## src/rtl/clk_div_sequencer_if.sv

```systemverilog
// rtl/clk_div_sequencer_if.sv - ratio handshake and divided-clock bundle for clk_div_sequencer
//
// Purpose: groups the control inputs and the divider outputs of clk_div_sequencer.
// Signals:
//   enable  : level, 1 = run the divider, 0 = stop at the next period boundary
//   div_req : ratio-change request, held until div_ack
//   div_val : requested divide ratio N, sampled while div_req = 1
//   div_ack : one-cycle pulse, request consumed
//   div_err : one-cycle pulse with div_ack, request rejected
//   clk_out : divided clock, registered
//   tick    : one-cycle pulse in the cycle clk_out rises
//   busy    : divider running or finishing its last period
// Modports: master drives the request side, slave is the divider.
interface clk_div_sequencer_if #(
    parameter int CNT_W = 8
);
    logic             enable;
    logic             div_req;
    logic [CNT_W-1:0] div_val;
    logic             div_ack;
    logic             div_err;
    logic             clk_out;
    logic             tick;
    logic             busy;

    modport master (
        output enable, div_req, div_val,
        input  div_ack, div_err, clk_out, tick, busy
    );

    modport slave (
        input  enable, div_req, div_val,
        output div_ack, div_err, clk_out, tick, busy
    );
endinterface

```

## src/rtl/clk_div_sequencer.sv

```systemverilog
// rtl/clk_div_sequencer.sv - glitch-free programmable clock divider with ratio-change handshake
//
// Purpose: generates clk_out = clk/N with a tick on every rising edge of clk_out.
// Ratio changes are accepted at any time but only applied at a period boundary
// (the cycle in which clk_out falls), so clk_out never produces a runt pulse.
// Ports:
//   clk   : system clock
//   reset : asynchronous reset, active low
//   bus   : clk_div_sequencer_if.slave (enable, div_req/div_val/div_ack/div_err,
//           clk_out, tick, busy)
// Parameters:
//   CNT_W       : width of the ratio field and phase counter
//   DEFAULT_DIV : ratio loaded at reset (even, >= 2)
// Build option:
//   CLKDIV_ODD_RATIO_EN : when defined, odd ratios >= 3 are accepted
//   (high phase floor(N/2), low phase ceil(N/2)); otherwise odd ratios are rejected.
module clk_div_sequencer #(
    parameter int CNT_W       = 8,
    parameter int DEFAULT_DIV = 32
) (
    input  logic               clk,
    input  logic               reset,
    clk_div_sequencer_if.slave bus
);

    typedef enum logic [1:0] {
        ST_IDLE = 2'd0,
        ST_RUN  = 2'd1,
        ST_STOP = 2'd2
    } state_t;

    state_t           r_state;
    logic [CNT_W-1:0] r_cnt;
    logic [CNT_W-1:0] r_cur_div;
    logic [CNT_W-1:0] r_pend_div;
    logic             r_pend;
    logic             r_clk_out;
    logic             r_rise;
    logic             r_ack;
    logic             r_err;

    logic [CNT_W-1:0] w_phase_len;
    logic             w_val_ok;
    logic             w_active;
    logic             w_last;
    logic             w_boundary;
    logic             w_sample;

`ifdef CLKDIV_ODD_RATIO_EN
    // Low phase takes the extra cycle of an odd ratio; the period is still N.
    assign w_phase_len = r_clk_out ? (r_cur_div >> 1) : (r_cur_div - (r_cur_div >> 1));
    assign w_val_ok    = (bus.div_val >= CNT_W'(2));
`else
    assign w_phase_len = r_cur_div >> 1;
    assign w_val_ok    = (bus.div_val >= CNT_W'(2)) && !bus.div_val[0];
`endif

    assign w_active   = (r_state != ST_IDLE);
    assign w_last     = w_active && (r_cnt >= (w_phase_len - CNT_W'(1)));
    // Boundary: last cycle of the high phase, clk_out falls on the next edge.
    assign w_boundary = w_last && r_clk_out;
    // One request at a time; the ack cycle itself is never re-sampled.
    assign w_sample   = bus.div_req && !r_pend && !r_ack;

    always_ff @(posedge clk or negedge reset) begin
        if (!reset) begin
            r_state    <= ST_IDLE;
            r_cnt      <= '0;
            r_cur_div  <= CNT_W'(DEFAULT_DIV);
            r_pend_div <= '0;
            r_pend     <= 1'b0;
            r_clk_out  <= 1'b0;
            r_rise     <= 1'b0;
            r_ack      <= 1'b0;
            r_err      <= 1'b0;
        end else begin
            r_ack  <= 1'b0;
            r_err  <= 1'b0;
            r_rise <= 1'b0;

            // Ratio handshake. A valid request applies immediately when the
            // divider is idle or sitting on a boundary; otherwise it waits.
            if (w_sample) begin
                if (!w_val_ok) begin
                    r_ack <= 1'b1;
                    r_err <= 1'b1;
                end else if (!w_active || w_boundary) begin
                    r_cur_div <= bus.div_val;
                    r_ack     <= 1'b1;
                end else begin
                    r_pend     <= 1'b1;
                    r_pend_div <= bus.div_val;
                end
            end else if (r_pend && w_boundary) begin
                r_cur_div <= r_pend_div;
                r_pend    <= 1'b0;
                r_ack     <= 1'b1;
            end

            case (r_state)
                ST_IDLE: begin
                    r_clk_out <= 1'b0;
                    r_cnt     <= '0;
                    if (bus.enable) begin
                        r_state <= ST_RUN;
                    end
                end
                ST_RUN, ST_STOP: begin
                    if (w_last) begin
                        r_cnt     <= '0;
                        r_clk_out <= ~r_clk_out;
                        r_rise    <= ~r_clk_out;
                    end else begin
                        r_cnt <= r_cnt + CNT_W'(1);
                    end
                    // STOP keeps the waveform running until clk_out falls,
                    // and re-enabling simply resumes it.
                    if (bus.enable) begin
                        r_state <= ST_RUN;
                    end else if (w_boundary) begin
                        r_state <= ST_IDLE;
                    end else begin
                        r_state <= ST_STOP;
                    end
                end
                default: begin
                    r_state   <= ST_IDLE;
                    r_clk_out <= 1'b0;
                    r_cnt     <= '0;
                end
            endcase
        end
    end

    assign bus.div_ack = r_ack;
    assign bus.div_err = r_err;
    assign bus.clk_out = r_clk_out;
    assign bus.tick    = r_rise && w_active;
    assign bus.busy    = w_active;

endmodule

```

## src/flat_wrapper.sv

```systemverilog
// flat-port wrapper written by rule: the top's interface ports become plain ports
module clk_div_sequencer_flat 
#(
    parameter int CNT_W       = 8,
    parameter int DEFAULT_DIV = 32
)
  (clk, reset, bus_enable, bus_div_req, bus_div_val, bus_div_ack, bus_div_err, bus_clk_out, bus_tick, bus_busy);
  clk_div_sequencer_if #(.CNT_W(CNT_W)) bus_i ();
  input  logic clk;
  input  logic reset;
  input wire logic [$bits(bus_i.enable)-1:0] bus_enable;
  input wire logic [$bits(bus_i.div_req)-1:0] bus_div_req;
  input wire logic [$bits(bus_i.div_val)-1:0] bus_div_val;
  output wire logic [$bits(bus_i.div_ack)-1:0] bus_div_ack;
  output wire logic [$bits(bus_i.div_err)-1:0] bus_div_err;
  output wire logic [$bits(bus_i.clk_out)-1:0] bus_clk_out;
  output wire logic [$bits(bus_i.tick)-1:0] bus_tick;
  output wire logic [$bits(bus_i.busy)-1:0] bus_busy;
  assign bus_i.enable = bus_enable;
  assign bus_i.div_req = bus_div_req;
  assign bus_i.div_val = bus_div_val;
  assign bus_div_ack = bus_i.div_ack;
  assign bus_div_err = bus_i.div_err;
  assign bus_clk_out = bus_i.clk_out;
  assign bus_tick = bus_i.tick;
  assign bus_busy = bus_i.busy;
  clk_div_sequencer #(.CNT_W(CNT_W), .DEFAULT_DIV(DEFAULT_DIV)) u_core (.clk(clk), .reset(reset), .bus(bus_i));
endmodule
```

## config.mk

```make
export PLATFORM = sky130hd
export DESIGN_NAME = clk_div_sequencer_flat
export DESIGN_NICKNAME = d
export VERILOG_FILES = /design/src/rtl/clk_div_sequencer_if.sv /design/src/rtl/clk_div_sequencer.sv /design/src/flat_wrapper.sv
export SDC_FILE = /design/constraint.sdc
export NUM_CORES = 1
export LEC_CHECK = 0
export CAP_MARGIN = 20
export CORE_UTILIZATION = 60
export DETAILED_ROUTE_END_ITERATION = 12
export PLACE_DENSITY_LB_ADDON = 0.08
export SETUP_SLACK_MARGIN = 0.2
export SYNTH_ARGS = -nofsm -noshare
export SYNTH_HDL_FRONTEND = slang
export SYNTH_SLANG_ARGS = --single-unit
```

## constraint.sdc

```tcl
create_clock -name clk -period 8.9 [get_ports clk]
set_input_delay 1.335 -clock clk [delete_from_list [all_inputs] [get_ports clk]]
set_output_delay 1.335 -clock clk [all_outputs]
set_load 0.005 [all_outputs]
```

---- After elaboration in Yosys (flattened, before gate mapping) ----
Cells that the tools add are included.
Widths: inputs -> output; s select.
operators by class
  add/subtract/negate cells ............... 2
  bitwise logic cells ..................... 2
  order comparisons ....................... 2
  equality and inequality tests ........... 7
  reductions and logical operators ........ 19
  mux-type cells .......................... 24
operators with widths
  kind                 number
  $mux 8               6
  $mux 1               14
  $reduce_and 3->1     3
  $add 8x1->8 const B  1
  $ge 8x2->1 const B   1
  $ge 8x8->1           1
  $sub 7x1->8 const B  1
  $logic_and 1x1->1    7
  $mux 2               3
  $ne 2x2->1 const B   3
  $logic_not 1->1      4
  $ne 2x1->1 const B   2
  $pmux 2 s2           1
  $reduce_bool 2->1    2
  $eq 2x1->1 const B   1
  $eq 2x2->1 const B   1
  $logic_not 2->1      1
  $not 1->1            2
  $reduce_or 2->1      1
  $logic_or 1x1->1     1
word-level totals
  bits of input ports ..................... 12
  logic and storage cells ................. 65
  register bits ........................... 31
  output and inout bits ................... 5

---- Depth between registers and ports, before layout ----
Gate-level depths: netlist of run 1.
  word-level depth ........................ 8
  depth in mapped cells ................... 11
  mapped depth without buffers ............ 11

---- Least setup slack after synthesis of run 1 ----
Ideal clock, no wire load.
  path type ............................... register to register
  start ................................... reg u_core.r_cur_div[6]
  end ..................................... reg u_core.r_cur_div[3]
  buffers on the path ..................... 0
  path slack .............................. 5.966 ns
  library setup time ...................... 0.125 ns
  arrival ................................. 2.809 ns
  stages on the path, launching flop included .. 9
  data required time ...................... 8.775 ns
  period minus slack after synthesis ...... 2.934 ns
  cell sequence ........................... dfrtp_1 > or4_1 > or4_1 > ha_1 > nand4_1 > a21oi_1 > a21boi_2 > a21oi_2 > mux2_2
between the ends
  longest elaborated chain between the ends .. 7
  elaborated cells between the ends (all ways) .. 9
  classes of those cells .................. add/sub (1); order compare (1); eq/ne (1); reduce/logical (6)
ends and longest elaborated chain
  what                                                       line                                              RTL
  from (decl)                                                clk_div_sequencer.sv:34                           logic [CNT_W-1:0] r_cur_div;
  from (signal assigned)                                     clk_div_sequencer.sv:69                           r_cur_div <= CNT_W'(DEFAULT_DIV);
  from (signal assigned)                                     clk_div_sequencer.sv:88                           r_cur_div <= bus.div_val;
  from (signal assigned)                                     clk_div_sequencer.sv:95                           r_cur_div <= r_pend_div;
  $sub 7x1->8 *                                              clk_div_sequencer.sv:59                           assign w_last = w_active && (r_cnt >= (w_phase_len - CNT_W'(1)));
  $ge 8x8->1 *                                               clk_div_sequencer.sv:59
  $logic_and 1x1->1 *                                        clk_div_sequencer.sv:59
  $logic_and 1x1->1 *                                        clk_div_sequencer.sv:61                           assign w_boundary = w_last && r_clk_out;
  $logic_or 1x1->1 or $logic_and 1x1->1 (tied branches)      clk_div_sequencer.sv:87, clk_div_sequencer.sv:94
  $ne 2x2->1 (no line) or $reduce_bool 2->1 (tied branches)  --
  $reduce_and 3->1 (no line) *                               --
Every way passes the cells marked *; elsewhere a longest branch is shown, timed or not.
A chain may end at the register's enable or synchronous reset.

---- Final worst setup path of run 1 ----
Ends and elaborated chain as after synthesis.

==> run summary, run 1 <==
Min Clock Period, post-route: 3237 ps
CP endpoint kind: flip-flop
Setup Buffers After CTS: 0
CTS Hold Buffers Added: 0
top cells by area, synth: dfrtp_1 (43%), mux2_2 (9.7%), ha_1 (9.2%)
CP arrival: 3450 ps
core area: 2522 sq um
fillers: 186
# resized after CTS: 0
Netlist cell types: 38
Mean Syn Cell Area: 11.17 sq um
commonest non-fill, non-tap cell in the layout: dfrtp_1
Primary FF master, synth: dfrtp_1
Setup crit start kind: flip-flop
crit-path max FO: 7
clk_lat worst skew: 330 ps
fmax: 0.3090 GHz
vias in the first global route: 1,145
IO Port Bufs: 16
Crit Path Category: reg -> reg
diode count: 0
Crit path largest cell delay: 550 ps
status: finished, final reports clean
DR WL/cell: 15.55 um
register area share after synthesis: 44.59%
initial DRC count: 23
Non-Filler Instances: 200
die extent in x: 54.13 um
TritonCTS clock tree: done
Initial Utilization: 64.63%
synthesized net count: 170
Netlist Area Pre-Place: 1630 sq um
# setup viols final: 0
total gr overflow: 0
Async SR Flop Fraction: 100.0%
Critical Path RT: 9110 ps
RSZ-0062 raised after global routing: no
period utilization: 36.37%
Post-Syn Instances: 146
CP most frequent cell: or4_1
CTS buffer count: 5
Synth top area share: 42.98%
post-route antenna net violation count: 0
Max clock buf depth: 2
Synth Register Bits: 29
initial antenna violation count: 0
dpl hpwl: 2.442 mm
area leader, netlist: dfrtp_1
Max rail drop VDD: 219.8 uV
vias post-DR: 1,154
worst min path class: reg -> reg
Post-synth EDFFs: 0
Worst-Margin Slew: 550.5 ps
crit-path cells: or4_1 -> or4_1 -> ha_1 -> nand4_1 -> a21oi_1 -> a21boi_2 -> a21oi_2 -> mux2_2
critical path's slowest cell: or4_1
GPL Wtd Cong: 0.7863
vias per cell: 5.770
power density cells: 261.8 nW/um^2
Clock Skews: 7.335 ps
die height: 54.13 um
first-pass GRT wire length: 5.050 mm
final hold violations: 0
Setup TNS Final: 0 ps
Worst-path clk slew: 80 ps
gr usage total: 25.79%
Ports: 17
final WL: 3.109 mm
Syn. warnings: 0
Cells after DPL: 192
Max Cap Violations: 0
Synth-to-Final Area Change: 15.27%
relative slew slack: 63.05%
largest net degree at the start of global routing: 30
leakage: 0.0008679 uW
Root Buffer: clkbuf_4
Slew Viols, Final: 0
most frequent cells in the layout: dfrtp_1 (28), clkdlybuf4s50_1 (16), nor2_1 (15), mux2_2 (14), ha_1 (12)
fraction of layout cells with a size suffix above 1: 15.29%
Pre-antenna DRT Iters: 4
FP Rows: 18
fin nets: 193
TritonCTS Sinks: 29
H-tree depth: 2
die area: 2930 sq um
Post-route DRC: 0
==> cell type report <==
cell class | instances | area [sq um] | share of cell area [%]
clock buffers | 8 | 48.80 | 2.597
well taps | 30 | 37.54 | 1.997
repair buffers | 17 | 167.7 | 8.921
multi-input cells | 105 | 857.1 | 45.61
inverters | 11 | 41.29 | 2.197
flip-flops and latches | 29 | 726.9 | 38.68
==> per-layer routing <==
| layer | routed length [um] | up-vias | global-route usage (%) |
|---|---|---|---|
| met5 | 0 | - | 0 |
| met1 | 1328 | 563 | 30.59 |
| met4 | 53 | 0 | 11.11 |
| met2 | 1596 | 21 | 42.28 |
| met3 | 130 | 7 | 8.475 |
| li1 | - | 563 | - |
==> metrics by stage <==
step	hold slack (ps)	setup WS (ps)	utilization, %	cell area (sq um)	power [uW]
floorplan	454.1	5966	-	1630	358.0
global placement	467.3	5499	72.57	1831	408.7
detailed placement	480.5	5420	72.57	1831	422.4
CTS	500.5	5674	74.50	1879	497.4
global route	516.5	5465	74.50	1879	534.6
finish	493.5	5663	74.50	1879	492.0
==> worst max-delay path: cells and delay by family, from the launching register on <==
family                     cells  cell delay [ps]
muxes                          1              390
adders and majority gates      1              330
and+or+nand+nor                3             1050
AOI/OAI and AO/OA              3              960
DFF                            1              400
==> cell usage after synthesis, types with 3 or more instances <==
| cell | number |
|---|---|
| nand2_1 | 5 |
| ha_1 | 12 |
| nor2_1 | 15 |
| mux2i_1 | 4 |
| dfrtp_1 | 28 |
| a21oi_1 | 6 |
| mux2_2 | 14 |
| xor2_1 | 5 |
| inv_1 | 11 |
| xnor2_1 | 6 |
| nand3_1 | 5 |
| mux2_1 | 3 |
==> logic make-up after synthesis <==
| logic type | Yosys count | synth area share [%] |
|---|---|---|
| AO/OA/AOI/OAI | 19 | 9.441 |
| AND/OR/NAND/NOR | 42 | 13.81 |
| adder cells (fa/ha/maj) | 12 | 9.209 |
| multiplexers | 21 | 14.20 |
| flip-flops | 29 | 44.59 |
| XOR/XNOR | 11 | 5.909 |
| buffers and inverters | 12 | 2.839 |
==> registers in the layout, indices dropped and copies added (netlist names) <==
| name | cells |
|---|---|
| u_core.r_cur_div | 7 |
| u_core.r_cnt | 8 |
| u_core.bus.div_err | 1 |
| u_core.bus.clk_out | 1 |
| u_core.r_state | 2 |
| u_core.bus.div_ack | 1 |
| u_core.r_rise | 1 |
| u_core.r_pend | 1 |
| u_core.r_pend_div | 7 |
==> worst paths after layout <==
| check | startpoint | slack, ps | cells past startpoint | to |
|---|---|---|---|---|
| worst min register to register | u_core.r_pend_div[6]$_DFFE_PN0P_ | 490 | 1 | u_core.r_pend_div[6]$_DFFE_PN0P_ |
| worst max-delay path | u_core.r_cur_div[6]$_DFFE_PN0P_ | 5660 | 8 | u_core.r_cur_div[3]$_DFFE_PN0P_ |
| worst min-delay path | u_core.r_pend_div[6]$_DFFE_PN0P_ | 490 | 1 | u_core.r_pend_div[6]$_DFFE_PN0P_ |
| worst max register to register | u_core.r_cur_div[6]$_DFFE_PN0P_ | 5660 | 8 | u_core.r_cur_div[3]$_DFFE_PN0P_ |
| max in group asynchronous | reset | 7200 | 2 | u_core.r_cur_div[5]$_DFFE_PN1P_ |
| min in group asynchronous | reset | 1380 | 2 | u_core.r_state[0]$_DFFE_PN0P_ |
==> report_power, final <==
part,leakage (uW),switching [uW],internal (uW)
logic,0.000455,116,108
registers,0.000387,28.7,166
clock network,0.0000265,42.2,31.4
No activity file was read; power rests on OpenSTA's default activity.
==> run 2: changes to the inputs <==
- CORE_UTILIZATION: 60 -> 50
- clock period: 8.9 -> 2.8 ns (I/O delays scaled with it)
==> run summary, run 2 (synthesized netlist as in run 1, its figures left out) <==
Slew Viols, Final: 0
failing checks: setup timing
final WL: 3.463 mm
Cells after DPL: 216
IO Port Bufs: 16
FP Rows: 20
fin nets: 204
Post-route DRC: 0
gr usage total: 23.26%
Initial Utilization: 52.97%
initial DRC count: 62
critical path's slowest cell: or4_4
Worst-Margin Slew: 402.1 ps
worst min path class: in -> async
Non-Filler Instances: 225
RR Startpoint: u_core.r_cur_div[6]$_DFFE_PN0P_
Max Cap Violations: 0
fillers: 235
TritonCTS clock tree: done
Buf/Inv on CP: 1
Crit Path Category: reg -> reg
# setup viols final: 11
die extent in x: 59.10 um
total gr overflow: 0
CP arrival: 3070 ps
period utilization: 101.6%
crit-path cells: or4_4 -> or4_4 -> ha_4 -> a21oi_2 -> o21a_1 -> nor2_2 -> a311oi_4 -> buf_12 -> mux2_1
fmax: 0.3516 GHz
Pre-antenna DRT Iters: 4
FF-to-FF End: u_core.r_pend_div[6]$_DFFE_PN0P_
CTS buffer count: 5
Synth-to-Final Area Change: 33.46%
Root Buffer: clkbuf_4
Clock Skews: 11.15 ps
final hold violations: 0
dpl hpwl: 2.504 mm
clk_lat worst skew: 340 ps
vias per cell: 5.320
reg-to-reg setup timing slack: -40 ps
die area: 3493 sq um
Setup crit start kind: flip-flop
Ports: 17
die height: 59.10 um
RSZ-0062 raised after global routing: yes
hold slack: 459.8 ps
H-tree depth: 2
leakage: 0.0009670 uW
largest net degree at the start of global routing: 30
power density cells: 855.0 nW/um^2
most flop-heavy register: u_core.r_cnt
first-pass GRT wire length: 5.830 mm
post-route antenna net violation count: 0
CP delay by family, top: simple AND/OR/NAND/NOR gates
Min Clock Period, post-route: 2844 ps
vias in the first global route: 1,284
Crit path largest cell delay: 520 ps
CP endpoint kind: flip-flop
vias post-DR: 1,197
DR WL/cell: 15.39 um
diode count: 0
initial antenna violation count: 0
Reg2Reg Depth: 9
Critical Path RT: 3020 ps
max reg flops: 8
commonest non-fill, non-tap cell in the layout: dfrtp_1
Seq. cell area: 726.9 sq um
CP most frequent cell: or4_4
multi-input logic area: 1015 sq um
GPL Wtd Cong: 0.7596
Max clock buf depth: 2
status: finished with violations
fin worst setup slack: -44.10 ps
TritonCTS Sinks: 29
Setup TNS Final: -211.4 ps
most frequent cells in the layout: dfrtp_1 (28), clkdlybuf4s50_1 (16), inv_1 (11), ha_1 (11), mux2_4 (10)
Worst-path clk slew: 100 ps
relative slew slack: 72.50%
largest registers: u_core.r_cnt: 8 flops, u_core.r_cur_div: 7 flops, u_core.r_pend_div: 7 flops
Max rail drop VDD: 936.2 uV
dpl ws: -58.18 ps
crit-path max FO: 8
core area: 3078 sq um
fraction of layout cells with a size suffix above 1: 32.04%
## run 2: repair_timing
| action | 4_1_cts | 5_1_grt |
|---|---|---|
| setup buffers | 1 | 0 |
| gates resized for setup | 18 | 10 |
| pin swaps | 3 | 6 |
| hold buffers | 0 | 0 |
| setup endpoints to repair | 27 | 27 |
## run 2: how the worst max path moves through the flow
stage	start	endpoint	slack (ps)	cells after the start
final	u_core.r_cur_div[6]$_DFFE_PN0P_	u_core.r_pend_div[6]$_DFFE_PN0P_	-40	9
after global routing	u_core.r_cur_div[6]$_DFFE_PN0P_	u_core.r_pend_div[1]$_DFFE_PN0P_	-120	9
after CTS	u_core.r_cur_div[6]$_DFFE_PN0P_	u_core.r_pend_div[1]$_DFFE_PN0P_	-20	9
after detailed placement	u_core.r_cur_div[5]$_DFFE_PN1P_	u_core.r_cur_div[6]$_DFFE_PN0P_	-60	8
after global placement	u_core.r_cur_div[5]$_DFFE_PN1P_	u_core.r_cur_div[3]$_DFFE_PN0P_	30	8
after floorplan	u_core.r_cur_div[5]$_DFFE_PN1P_	u_core.r_pend_div[4]$_DFFE_PN0P_	20	8
## run 2: worst register-to-register path, cell delays in order (launching register included)
cell and delay [ps]:
dfrtp_1 390, or4_4 520, or4_4 440, ha_4 250, a21oi_2 110, o21a_1 220, nor2_2 80, a311oi_4 240
buf_12 170, mux2_1 320
## run 2: stage by stage
stage / utilization, % / total power [uW] / cell area [sq um]
global route: 70.69 / 2001 / 2176
global placement: 64.72 / 1409 / 1992
CTS: 69.35 / 1806 / 2135
finish: 70.69 / 1860 / 2176
floorplan: - / 1195 / 1687
detailed placement: 64.72 / 1457 / 1992
## run 2: cell type report
class | count | share of cell area (%)
clock buffers | 6 | 1.898
well taps | 44 | 2.530
inverters | 11 | 1.898
repair buffers | 28 | 13.17
flip-flops and latches | 29 | 33.41
clock inverters | 2 | 0.4600
multi-input cells | 105 | 46.64
## run 2: power breakdown
part / total (uW) / internal, uW / switching, uW
clock network: 243 / 95.4 / 148
registers: 622 / 529 / 93.1
logic: 995 / 490 / 505
## run 2: per-layer routing
layer | vias up | GRT usage (%) | part of all wire [%]
li1 | 589 | - | -
met1 | 583 | 28.17 | 44
met2 | 19 | 37.18 | 50
met3 | 6 | 7.205 | 3.5
met4 | 0 | 12.24 | 1.5
met5 | - | 0 | 0
